## src/rtl/seg_scan_driver.sv

```systemverilog
// Multiplexed six-digit seven-segment scanner with dead-time blanking,
// per-frame snapshot of display data, PWM brightness and per-digit blink.
module seg_scan_driver #(
    parameter int unsigned DIV          = 50000,
    parameter int unsigned DEAD         = 500,
    parameter int unsigned BLINK_FRAMES = 64
) (
    input  logic        clk,
    input  logic        rst_n,
    input  logic        en,
    input  logic [47:0] frame_in,
    input  logic [2:0]  brightness,
    input  logic [5:0]  blink_mask,
    output logic [7:0]  seg_n,
    output logic [5:0]  dig_n,
    output logic        frame_tick
);

    localparam int unsigned CW = $clog2(DIV);
    // Room for the (DIV-DEAD)*8 comparison without truncation.
    localparam int unsigned PW = CW + 4;
    localparam int unsigned FW = (BLINK_FRAMES > 1) ? $clog2(BLINK_FRAMES) : 1;
    localparam int unsigned LAST_DIGIT = 5;

    logic [CW-1:0]     pre_cnt,    pre_cnt_nxt;
    logic [2:0]        dig_idx,    dig_idx_nxt;
    logic [5:0][7:0]   shadow,     shadow_nxt;
    logic [2:0]        shadow_bri, shadow_bri_nxt;
    logic [FW-1:0]     frame_cnt,  frame_cnt_nxt;
    logic              blink_phase, blink_phase_nxt;
    logic [7:0]        seg_n_nxt;
    logic [5:0]        dig_n_nxt;
    logic              frame_tick_nxt;

    logic              slot_end;
    logic              frame_end;
    logic              duty_on;
    logic              blanked;
    logic              lit;
    logic [PW-1:0]     on_offset;
    logic [PW-1:0]     on_limit;

    // Scan state and registered outputs.
    always_ff @(posedge clk or negedge rst_n) begin
        if (!rst_n) begin
            pre_cnt     <= '0;
            dig_idx     <= '0;
            shadow      <= '0;
            shadow_bri  <= '0;
            frame_cnt   <= '0;
            blink_phase <= 1'b0;
            seg_n       <= 8'hFF;
            dig_n       <= 6'h3F;
            frame_tick  <= 1'b0;
        end else begin
            pre_cnt     <= pre_cnt_nxt;
            dig_idx     <= dig_idx_nxt;
            shadow      <= shadow_nxt;
            shadow_bri  <= shadow_bri_nxt;
            frame_cnt   <= frame_cnt_nxt;
            blink_phase <= blink_phase_nxt;
            seg_n       <= seg_n_nxt;
            dig_n       <= dig_n_nxt;
            frame_tick  <= frame_tick_nxt;
        end
    end

    // Slot timing, brightness window and blink gating for the current slot.
    always_comb begin
        slot_end  = (pre_cnt == CW'(DIV - 1));
        frame_end = slot_end && (dig_idx == 3'(LAST_DIGIT));
        on_offset = PW'(pre_cnt) - PW'(DEAD);
        on_limit  = PW'(DIV - DEAD) * (PW'(shadow_bri) + PW'(1));
        duty_on   = (pre_cnt >= CW'(DEAD)) && ((on_offset << 3) < on_limit);
        blanked   = blink_phase && blink_mask[dig_idx];
        lit       = en && duty_on && !blanked;
    end

    // Next-state for counters, snapshot, blink phase and outputs.
    always_comb begin
        pre_cnt_nxt     = pre_cnt;
        dig_idx_nxt     = dig_idx;
        shadow_nxt      = shadow;
        shadow_bri_nxt  = shadow_bri;
        frame_cnt_nxt   = frame_cnt;
        blink_phase_nxt = blink_phase;
        seg_n_nxt       = 8'hFF;
        dig_n_nxt       = 6'h3F;
        frame_tick_nxt  = 1'b0;

        if (!en) begin
            // Idle: park the scan at digit 0 and keep the shadow tracking the input.
            pre_cnt_nxt     = '0;
            dig_idx_nxt     = '0;
            frame_cnt_nxt   = '0;
            blink_phase_nxt = 1'b0;
            shadow_nxt      = frame_in;
            shadow_bri_nxt  = brightness;
        end else begin
            pre_cnt_nxt = slot_end ? '0 : pre_cnt + CW'(1);
            if (slot_end) begin
                dig_idx_nxt = frame_end ? 3'd0 : dig_idx + 3'd1;
            end
            if (frame_end) begin
                shadow_nxt     = frame_in;
                shadow_bri_nxt = brightness;
                frame_tick_nxt = 1'b1;
                if (frame_cnt == FW'(BLINK_FRAMES - 1)) begin
                    frame_cnt_nxt   = '0;
                    blink_phase_nxt = ~blink_phase;
                end else begin
                    frame_cnt_nxt = frame_cnt + FW'(1);
                end
            end
            if (lit) begin
                seg_n_nxt = ~shadow[dig_idx];
                dig_n_nxt = ~(6'd1 << dig_idx);
            end
        end
    end

endmodule

```

## config.mk

```make
export PLATFORM = sky130hd
export DESIGN_NAME = seg_scan_driver
export DESIGN_NICKNAME = d
export VERILOG_FILES = /design/src/rtl/seg_scan_driver.sv
export SDC_FILE = /design/constraint.sdc
export NUM_CORES = 1
export LEC_CHECK = 0
export CAP_MARGIN = 5
export CORE_MARGIN = 2
export CORE_UTILIZATION = 50
export DETAILED_ROUTE_END_ITERATION = 12
export PLACE_DENSITY = 0.85
export SLEW_MARGIN = 20
export SYNTH_ARGS = -nofsm -noshare
export SYNTH_HDL_FRONTEND = slang
export SYNTH_SLANG_ARGS = --single-unit
```

## constraint.sdc

```tcl
create_clock -name clk -period 12.1 [get_ports clk]
set_input_delay 1.21 -clock clk [delete_from_list [all_inputs] [get_ports clk]]
set_output_delay 1.21 -clock clk [all_outputs]
set_load 0.05 [all_outputs]
```

# --- Yosys cells after proc, flatten, opt, wreduce, memory -nomap -nowiden ---
# Index checks and enable logic that the tools add are counted.
# W data, S select, Z words.
word_totals:
  ff_bits: 92
  latchBits: 0
  ramBits: 0
  rom_bits: 0
  mem_count: 0
classes:
  add_sub_neg: 5
  mul: 1
  div_mod_pow: 0
  n_lt_le_gt_ge: 3
  eq_ne: 6
  shift: 1
  n_mux: 25
  bitwise: 3
  reduce_logical: 7
op_table:
  columns: ["cell", "count"]
  rows:
  - ["$mux W48", 2]
  - ["$mux W16", 2]
  - ["$mux W6", 5]
  - ["$bmux W8 S3", 1]
  - ["$mux W8", 3]
  - ["$lt A20 B20 Y1", 1]
  - ["$mul A14 B4 Y18 const A", 1]
  - ["$sub A16 B9 Y17 const B", 1]
  - ["$add A16 B1 Y16 const B", 1]
  - ["$eq A16 B16 Y1 const B", 1]
  - ["$ge A16 B9 Y1 const B", 1]
  - ["$mux W3", 5]
  - ["$not A8 Y8", 1]
  - ["$add A6 B1 Y6 const B", 1]
  - ["$eq A6 B6 Y1 const B", 1]
  - ["$mux W1", 6]
  - ["$ne A2 B1 Y1 const B", 3]
  - ["$not A6 Y6", 1]
  - ["$shl A1 B3 Y6 const A", 1]
  - ["$logic_and A1 B1 Y1", 5]
  - ["$add A3 B1 Y4 const B", 1]
  - ["$lt A3 B4 Y1 const B", 1]
  - ["$add A3 B1 Y3 const B", 1]
  - ["$bmux W1 S3", 1]
  - ["4 further kinds", 4]

# --- Depth between registers and ports, before layout ---
# Gate-level depths: netlist of run 1.
logic_depth:
  ltp_word: 8
  ltp_mapped: 20
  ltp_nobuf: 19

# --- Worst setup path before layout of run 1 ---
# OpenSTA, ideal clock, no wires.
synth_path:
  path_kind: "register -> register"
  start: "register shadow_bri[0]"
  end: "register dig_n[3]"
  setup_ns: 0.093
  t_arrival_ns: 4.883
  t_required_ns: 12.007
  setup_slack_ns: 7.124
  path_stages_with_launch: 20
  path_buffers: 1
  period_less_slack_ns: 4.976
  cell_sequence: "dfrtp_1 > ha_1 > xor2_1 > ha_1 > inv_1 > fa_1 > inv_1 > ha_1 > nor2b_1 > o21a_1 > o21ai_0 > a21oi_1 > a2111oi_0 > ha_1 > nand4_1 > a21oi_1 > a221o_1 > a311oi_1 > clkbuf_1 > nand3b_1"
synth_between:
  elab_chain_len: 8
synth_lines:
  columns: ["element", "line", "source"]
  rows:
  - ["from (decl)", "28", "logic [2:0] shadow_bri, shadow_bri_nxt;"]
  - ["from (signal assigned)", "59", "shadow_bri <= shadow_bri_nxt;"]
  - ["$add A3 B1 Y4", "73", "on_limit = PW'(DIV - DEAD) * (PW'(shadow_bri) + PW'(1));"]
  - ["$mul A14 B4 Y18", "73", null]
  - ["$lt A20 B20 Y1", "74", "duty_on = (pre_cnt >= CW'(DEAD)) && ((on_offset << 3) < on_limit);"]
  - ["$logic_and A1 B1 Y1", "74", null]
  - ["$logic_and A1 B1 Y1 (2 in series)", "76", "lit = en && duty_on && !blanked;"]
  - ["$mux W6", "115", "if (lit) begin"]
  - ["$mux W6", "91", "if (!en) begin"]
  - ["named net dig_n_nxt[3]", "32", "logic [5:0] dig_n_nxt;"]
  - ["to (signal assigned)", "63", "dig_n <= dig_n_nxt;"]
  - ["to (decl)", "15", "output logic [5:0] dig_n,"]
# The timed path passes the listed nets, and every way through them passes these cells.
# A chain may end at the register's enable or synchronous reset.

# --- Final worst setup path of run 1 ---
layout_path:
  start: "register shadow_bri[0]"
  end: "register dig_n[4]"
# The elaborated chain is that of the path after synthesis.

==> results of run 1 <==
final cells by class:
class / count / area, sq um / area share (%)
Multi-Input combinational cell: 344 / 2920 / 45.1
Sequential cell: 92 / 2320 / 35.8
Timing Repair Buffer: 77 / 761 / 11.8
Tap cell: 140 / 175 / 2.71
Clock buffer: 12 / 135 / 2.09
Inverter: 32 / 120 / 1.86
Clock inverter: 3 / 40.0 / 0.618
per-stage QoR:
stage	instances	total power, mW	instance area (sq um)	util [%]
3_3_place_gp	685	0.531	6300	58.6
2_1_floorplan	486	0.478	5470	-
3_5_place_dp	685	0.546	6300	58.6
5_1_grt	700	0.788	6470	60.2
6_report	700	0.737	6470	60.2
4_1_cts	700	0.742	6470	60.2
cell usage after synthesis (all sizes together), types with 2 or more instances:
cell type,number,area share [%]
or3,3,0.34
ha,48,11
mux4,9,3.7
mux2i,11,2.0
xnor2,20,3.2
inv,31,2.1
and2,3,0.34
a2111oi,2,0.32
nand3,7,0.64
and3,4,0.46
nor2,32,2.2
or4,3,0.48
nand3b,10,1.4
xor2,13,2.1
nand2b,5,0.57
dfrtp,78,36
nand4bb,3,0.62
o221ai,2,0.32
clkbuf,9,0.62
nand4,8,0.92
nand2,34,2.3
a21oi,13,1.2
mux2,51,11
dfstp,14,6.7
fa,5,1.8
nor3,9,0.82
buf,9,1.4
nor2b,5,0.57
o21ai,22,2.2
a31oi,2,0.23
a311oi,2,0.32
a211oi,2,0.27
nand4b,2,0.32
power groups by stage:
stage / sequential, mW / clock, mW / combinational, mW
global placement: 0.341 / 0 / 0.191
global route: 0.339 / 0.214 / 0.234
floorplan: 0.338 / 0 / 0.140
detailed placement: 0.343 / 0 / 0.203
CTS: 0.337 / 0.198 / 0.206
finish: 0.337 / 0.196 / 0.205
logic make-up (layout without fill, tap and decap cells):
| family | after synthesis | after routing | share of synthesized area, % |
|---|---|---|---|
| buffers and inverters | 50 | 124 | 4.23 |
| adder cells (fa/ha/maj) | 53 | 53 | 12.8 |
| AO/OA/AOI/OAI | 55 | 55 | 6.38 |
| multiplexers | 71 | 71 | 16.2 |
| XOR/XNOR | 33 | 33 | 5.29 |
| flip-flops | 92 | 92 | 42.4 |
| AND/OR/NAND/NOR | 132 | 132 | 12.6 |
layout by cell type (no fill, tap or decap), types with 10 or more instances in the layout:
cell             instances
a21oi_1                 13
clkdlybuf4s50_1         73
dfrtp_1                 78
dfstp_2                 14
ha_1                    48
inv_1                   31
mux2_2                  44
mux2i_1                 11
nand2_1                 34
nand3b_1                10
nor2_1                  31
o21ai_0                 21
xnor2_1                 20
xor2_1                  13
routing by layer:
layer / up-vias / part of all wire [%] / wire [um]
li1: 1841 / - / -
met1: 1934 / 41 / 4880
met2: 104 / 50 / 5990
met3: 17 / 6.1 / 723
met4: 0 / 2.5 / 294
met5: - / 0 / 0
worst paths after layout:
| kind | end | slack, ps | cells past startpoint |
|---|---|---|---|
| min | shadow[1] | 500 | 1 |
| max in group asynchronous | shadow[25] | 10250 | 2 |
| max | dig_n[4] | 6370 | 18 |
| min in group asynchronous | shadow_bri[1] | 810 | 1 |
| max reg2reg | dig_n[4] | 6370 | 18 |
| min reg2reg | shadow[1] | 500 | 1 |
registers in the layout (all words and copies together), names as in the netlist:
| register | cells |
|---|---|
| frame_tick | 1 |
| shadow | 48 |
| pre_cnt | 16 |
| dig_n | 6 |
| frame_cnt | 6 |
| blink_phase | 1 |
| shadow_bri | 3 |
| dig_idx | 3 |
| seg_n | 8 |
==> flow_summary.json, run 1 <==
{
  "crit_path_end_kind": "register",
  "wire_per_inst_um": 17.0,
  "status": "finished clean",
  "cp.required_ps": 12340,
  "core_sq_um": 10700,
  "port_buffers": 74,
  "hold_slack_ps": 497,
  "die_area_sq_um": 11800,
  "cts_max_level": 3,
  "swShare_pct": 29.5,
  "ant_nets": 0,
  "nFillCells": 885,
  "pwr-share-clk_pct": 26.5,
  "synth_cells": 486,
  "fin_worst_skew_ps": 5.37,
  "cts_tree": "yes",
  "startpoint": "shadow_bri[0]",
  "crit_fanout": 14,
  "powerDensity_nw_per_um2": 114,
  "grt_remaining_overflow": 0,
  "grt_pass1_wl_um": 19900,
  "post_cts_resized": 0,
  "cp_slowest_cell": "a311oi_2",
  "nets": 669,
  "grt_pass1_vias": 4138,
  "rows": 38,
  "synth_edf_count": 0,
  "cpMostUsedCell": "ha_1",
  "clock-sinks": 92,
  "fin_ws_ps": 6370,
  "firstDrtPassIters": 5,
  "pin_count": 75,
  "via_per_inst": 5.57,
  "power_switching_uw": 218,
  "globalplace.congestion": 0.927,
  "grtUsageMet3_pct": 5.67,
  "min_period_over_period_pct": 47.3,
  "top_usage_layer": "met2",
  "ctsHoldBuffers": 0,
  "hold_path.class": "reg2reg",
  "p_comb_share_pct": 27.8,
  "cts_setup_buffers": 0,
  "start_util_pct": 50.9,
  "die_h_um": 109,
  "die_w_um": 109,
  "slew_headroom_pct": 31.4,
  "drc_errors": 0,
  "path_delay_family": "compound AO/OA/AOI/OAI gates",
  "cp_num_buf_inv": 2,
  "diodes": 0,
  "dominantRegCellSynth": "dfrtp_1",
  "clkTransAtPathRegs_ps": 80,
  "maxCapViolations": 0,
  "route.vias.total": 3896,
  "worst_pin_slew_ps": 1030,
  "synth_seq_cells": 92,
  "clock.fmax_mhz": 175,
  "drive_gt1_share_pct": 15.9,
  "place_ws_ps": 6290,
  "seq_area_frac_synth_pct": 42.4,
  "leakage_nw": 2.70,
  "synth_cell_types": 55,
  "path_cells": "ha_1, xor2_1, ha_1, inv_1, fa_1, inv_1, ha_1, nor2b_1, o21a_1, o21ai_0, a21oi_1, a2111oi_0, ha_1, a21oi_1, nand2_1, a221o_1, a311oi_2, nand4b_1",
  "min_period_ps": 5730,
  "ir_drop_v": 0.0000961,
  "drtIter0Drc": 218,
  "rsz0062_at_grt": "false",
  "p_int_uw": 520,
  "slew_violations": 0,
  "fin_setup_tns_ps": 0,
  "hold_violations": 0,
  "grt_max_degree": 53,
  "synth-warning-count": 0,
  "clock_path_buffers": 2,
  "dp_hpwl_um": 8950,
  "p_seq_share_pct": 45.7,
  "track_usage_pct": 22.0,
  "ys_async_sr_fraction_pct": 100,
  "min-delay-start": "shadow[1]",
  "critical_path_arrival_ps": 5970,
  "cts_inserted_buffers": 9,
  "timing.rr.start": "shadow_bri[0]",
  "worstSetupPathType": "reg2reg",
  "cts_root_buffer": "clkbuf_8",
  "wl_um": 11900,
  "syn_nets": 599,
  "antenna_found_initial": 0,
  "slowest_delay_ps": 900,
  "area_growth_syn_to_layout_pct": 18.4,
  "avgSynthCellArea_sq_um": 11.3,
  "grtUsageMet1_pct": 26.7,
  "clkLatencyLatePin_ps": 360,
  "setup_viol": 0,
  "use_met2_pct": 37.7,
  "syn_area_sq_um": 5470,
  "cp-start-kind": "register"
}
Power figures use the tool's default switching activity.
==> run 2: changes to the inputs <==
Clock period 12.1 ns to 5.7 ns, I/O delays scaled along.
==> flow_summary.json, run 2 (same netlist as run 1, synthesis figures left out) <==
{
  "status": "finished clean",
  "grt_remaining_overflow": 0,
  "rsz0062_at_grt": "false",
  "min_period_ps": 5170,
  "antenna_found_initial": 0,
  "area_growth_syn_to_layout_pct": 20.1,
  "timing.rr.start": "shadow_bri[0]",
  "worstSetupPathType": "reg2reg",
  "hold_path.class": "in2async",
  "cp.required_ps": 5970,
  "regMostFlops": "shadow",
  "cts_root_buffer": "clkbuf_8",
  "wl_um": 11900,
  "powerDensity_nw_per_um2": 256,
  "grt_max_degree": 64,
  "hold_violations": 0,
  "cts_max_level": 3,
  "clock-sinks": 92,
  "core_sq_um": 10700,
  "leakage_nw": 2.75,
  "cp_slowest_cell": "dfrtp_1",
  "crit_fanout": 14,
  "post_cts_resized": 0,
  "path_delay_family": "adder cells",
  "p_total_mw": 1.68,
  "fin_setup_tns_ps": 0,
  "ir_drop_v": 0.000225,
  "port_buffers": 74,
  "clock.fmax_mhz": 193,
  "final_common_cell": "dfrtp_1",
  "cp-start-kind": "register",
  "path_cells": "inv_1, ha_1, inv_1, fa_1, inv_1, fa_1, inv_1, ha_1, nor2b_1, o21a_1, o21ai_0, a21oi_1, a2111oi_0, ha_1, a21oi_1, nand2_1, a221o_1, a311oi_2, buf_4, nand4b_1",
  "pin_count": 75,
  "ctsHoldBuffers": 0,
  "clkLatencyLatePin_ps": 370,
  "nFillCells": 880,
  "slew_violations": 0,
  "final_cell_mix": "dfrtp_1, clkdlybuf4s50_1, ha_1",
  "ant_nets": 0,
  "grt_pass1_vias": 4252,
  "maxCapViolations": 0,
  "via_per_inst": 5.60,
  "grt_pass1_wl_um": 20300,
  "clkTransAtPathRegs_ps": 100,
  "cts_tree": "yes",
  "cts_inserted_buffers": 9,
  "multiInputGateArea_sq_um": 2920,
  "seqCellArea_sq_um": 2320,
  "worst_pin_slew_ps": 990,
  "min_period_over_period_pct": 90.7,
  "drive_gt1_share_pct": 16.7,
  "slowest_delay_ps": 510,
  "firstDrtPassIters": 5,
  "clock_path_buffers": 2,
  "largest_reg_flops": 48,
  "wire_per_inst_um": 16.9,
  "crit_path_end_kind": "register",
  "dp_hpwl_um": 8990,
  "globalplace.congestion": 0.894,
  "nets": 672,
  "die_w_um": 109,
  "setup_viol": 0,
  "reg_top3": "shadow (48), pre_cnt (16), seg_n (8)",
  "slew_headroom_pct": 33.8,
  "track_usage_pct": 22.6,
  "die_area_sq_um": 11800,
  "die_h_um": 109,
  "startpoint": "shadow_bri[0]",
  "drc_errors": 0,
  "drtIter0Drc": 211,
  "cpMostUsedCell": "inv_1",
  "route.vias.total": 3944,
  "diodes": 0,
  "start_util_pct": 50.9,
  "cp_num_buf_inv": 5,
  "fin_worst_skew_ps": 14.1,
  "cts_setup_buffers": 0,
  "rows": 38,
  "critical_path_arrival_ps": 5440
}
-- run 2: changes by cell type in the layout (fill, tap and decap cells not counted) --
cell       previous run  this run
bufinv_16             1         3
clkbuf_1              3         2
clkbuf_8              9        10
clkinv_4              0         1
buf_4                 4         7
clkinv_2              2         0
-- run 2: where the power goes --
group | internal, mW | switching (mW)
Sequential | 0.690 | 0.0235
Clock | 0.305 | 0.223
Combinational | 0.215 | 0.222
Total | 1.21 | 0.469
-- run 2: worst paths after layout --
check / endpoint / slack (ps) / depth (start not counted)
max: dig_n[4] / 530 / 20
min: pre_cnt[15] / 110 / 1
max reg2reg: dig_n[4] / 530 / 20
min reg2reg: shadow[14] / 490 / 1
max in group asynchronous: shadow[15] / 4460 / 2
min in group clk: shadow[14] / 490 / 1
-- run 2: cell type report --
type                       count  area share [%]
clock buffer                  12            2.21
tap                          140            2.67
timing repair buffer          80            11.9
sequential                    92            35.3
inverter                      32            1.83
clock inverter                 4            1.51
multi-input combinational    344            44.5
-- run 2: per-layer routing --
layer / track usage, % / part of all wire (%) / vias up / routed length (um)
met1: 27.0 / 40 / 1955 / 4750
met2: 38.4 / 50 / 116 / 5990
met4: 8.33 / 2.2 / 0 / 261
met5: 0 / 0 / - / 0
met3: 6.75 / 7.5 / 18 / 886
li1: - / - / 1855 / -
-- run 2: metrics by stage --
stage | cell area, sq um | hold slack (ps) | utilization [%] | std cells | setup slack, ps
6_report | 6570 | 107 | 61.1 | 704 | 528
5_1_grt | 6570 | 118 | 61.1 | 704 | 265
4_1_cts | 6570 | 103 | 61.1 | 704 | 570
3_5_place_dp | 6320 | 478 | 58.8 | 688 | 581
3_3_place_gp | 6320 | 464 | 58.8 | 688 | 874
2_1_floorplan | 5470 | 274 | - | 486 | 724
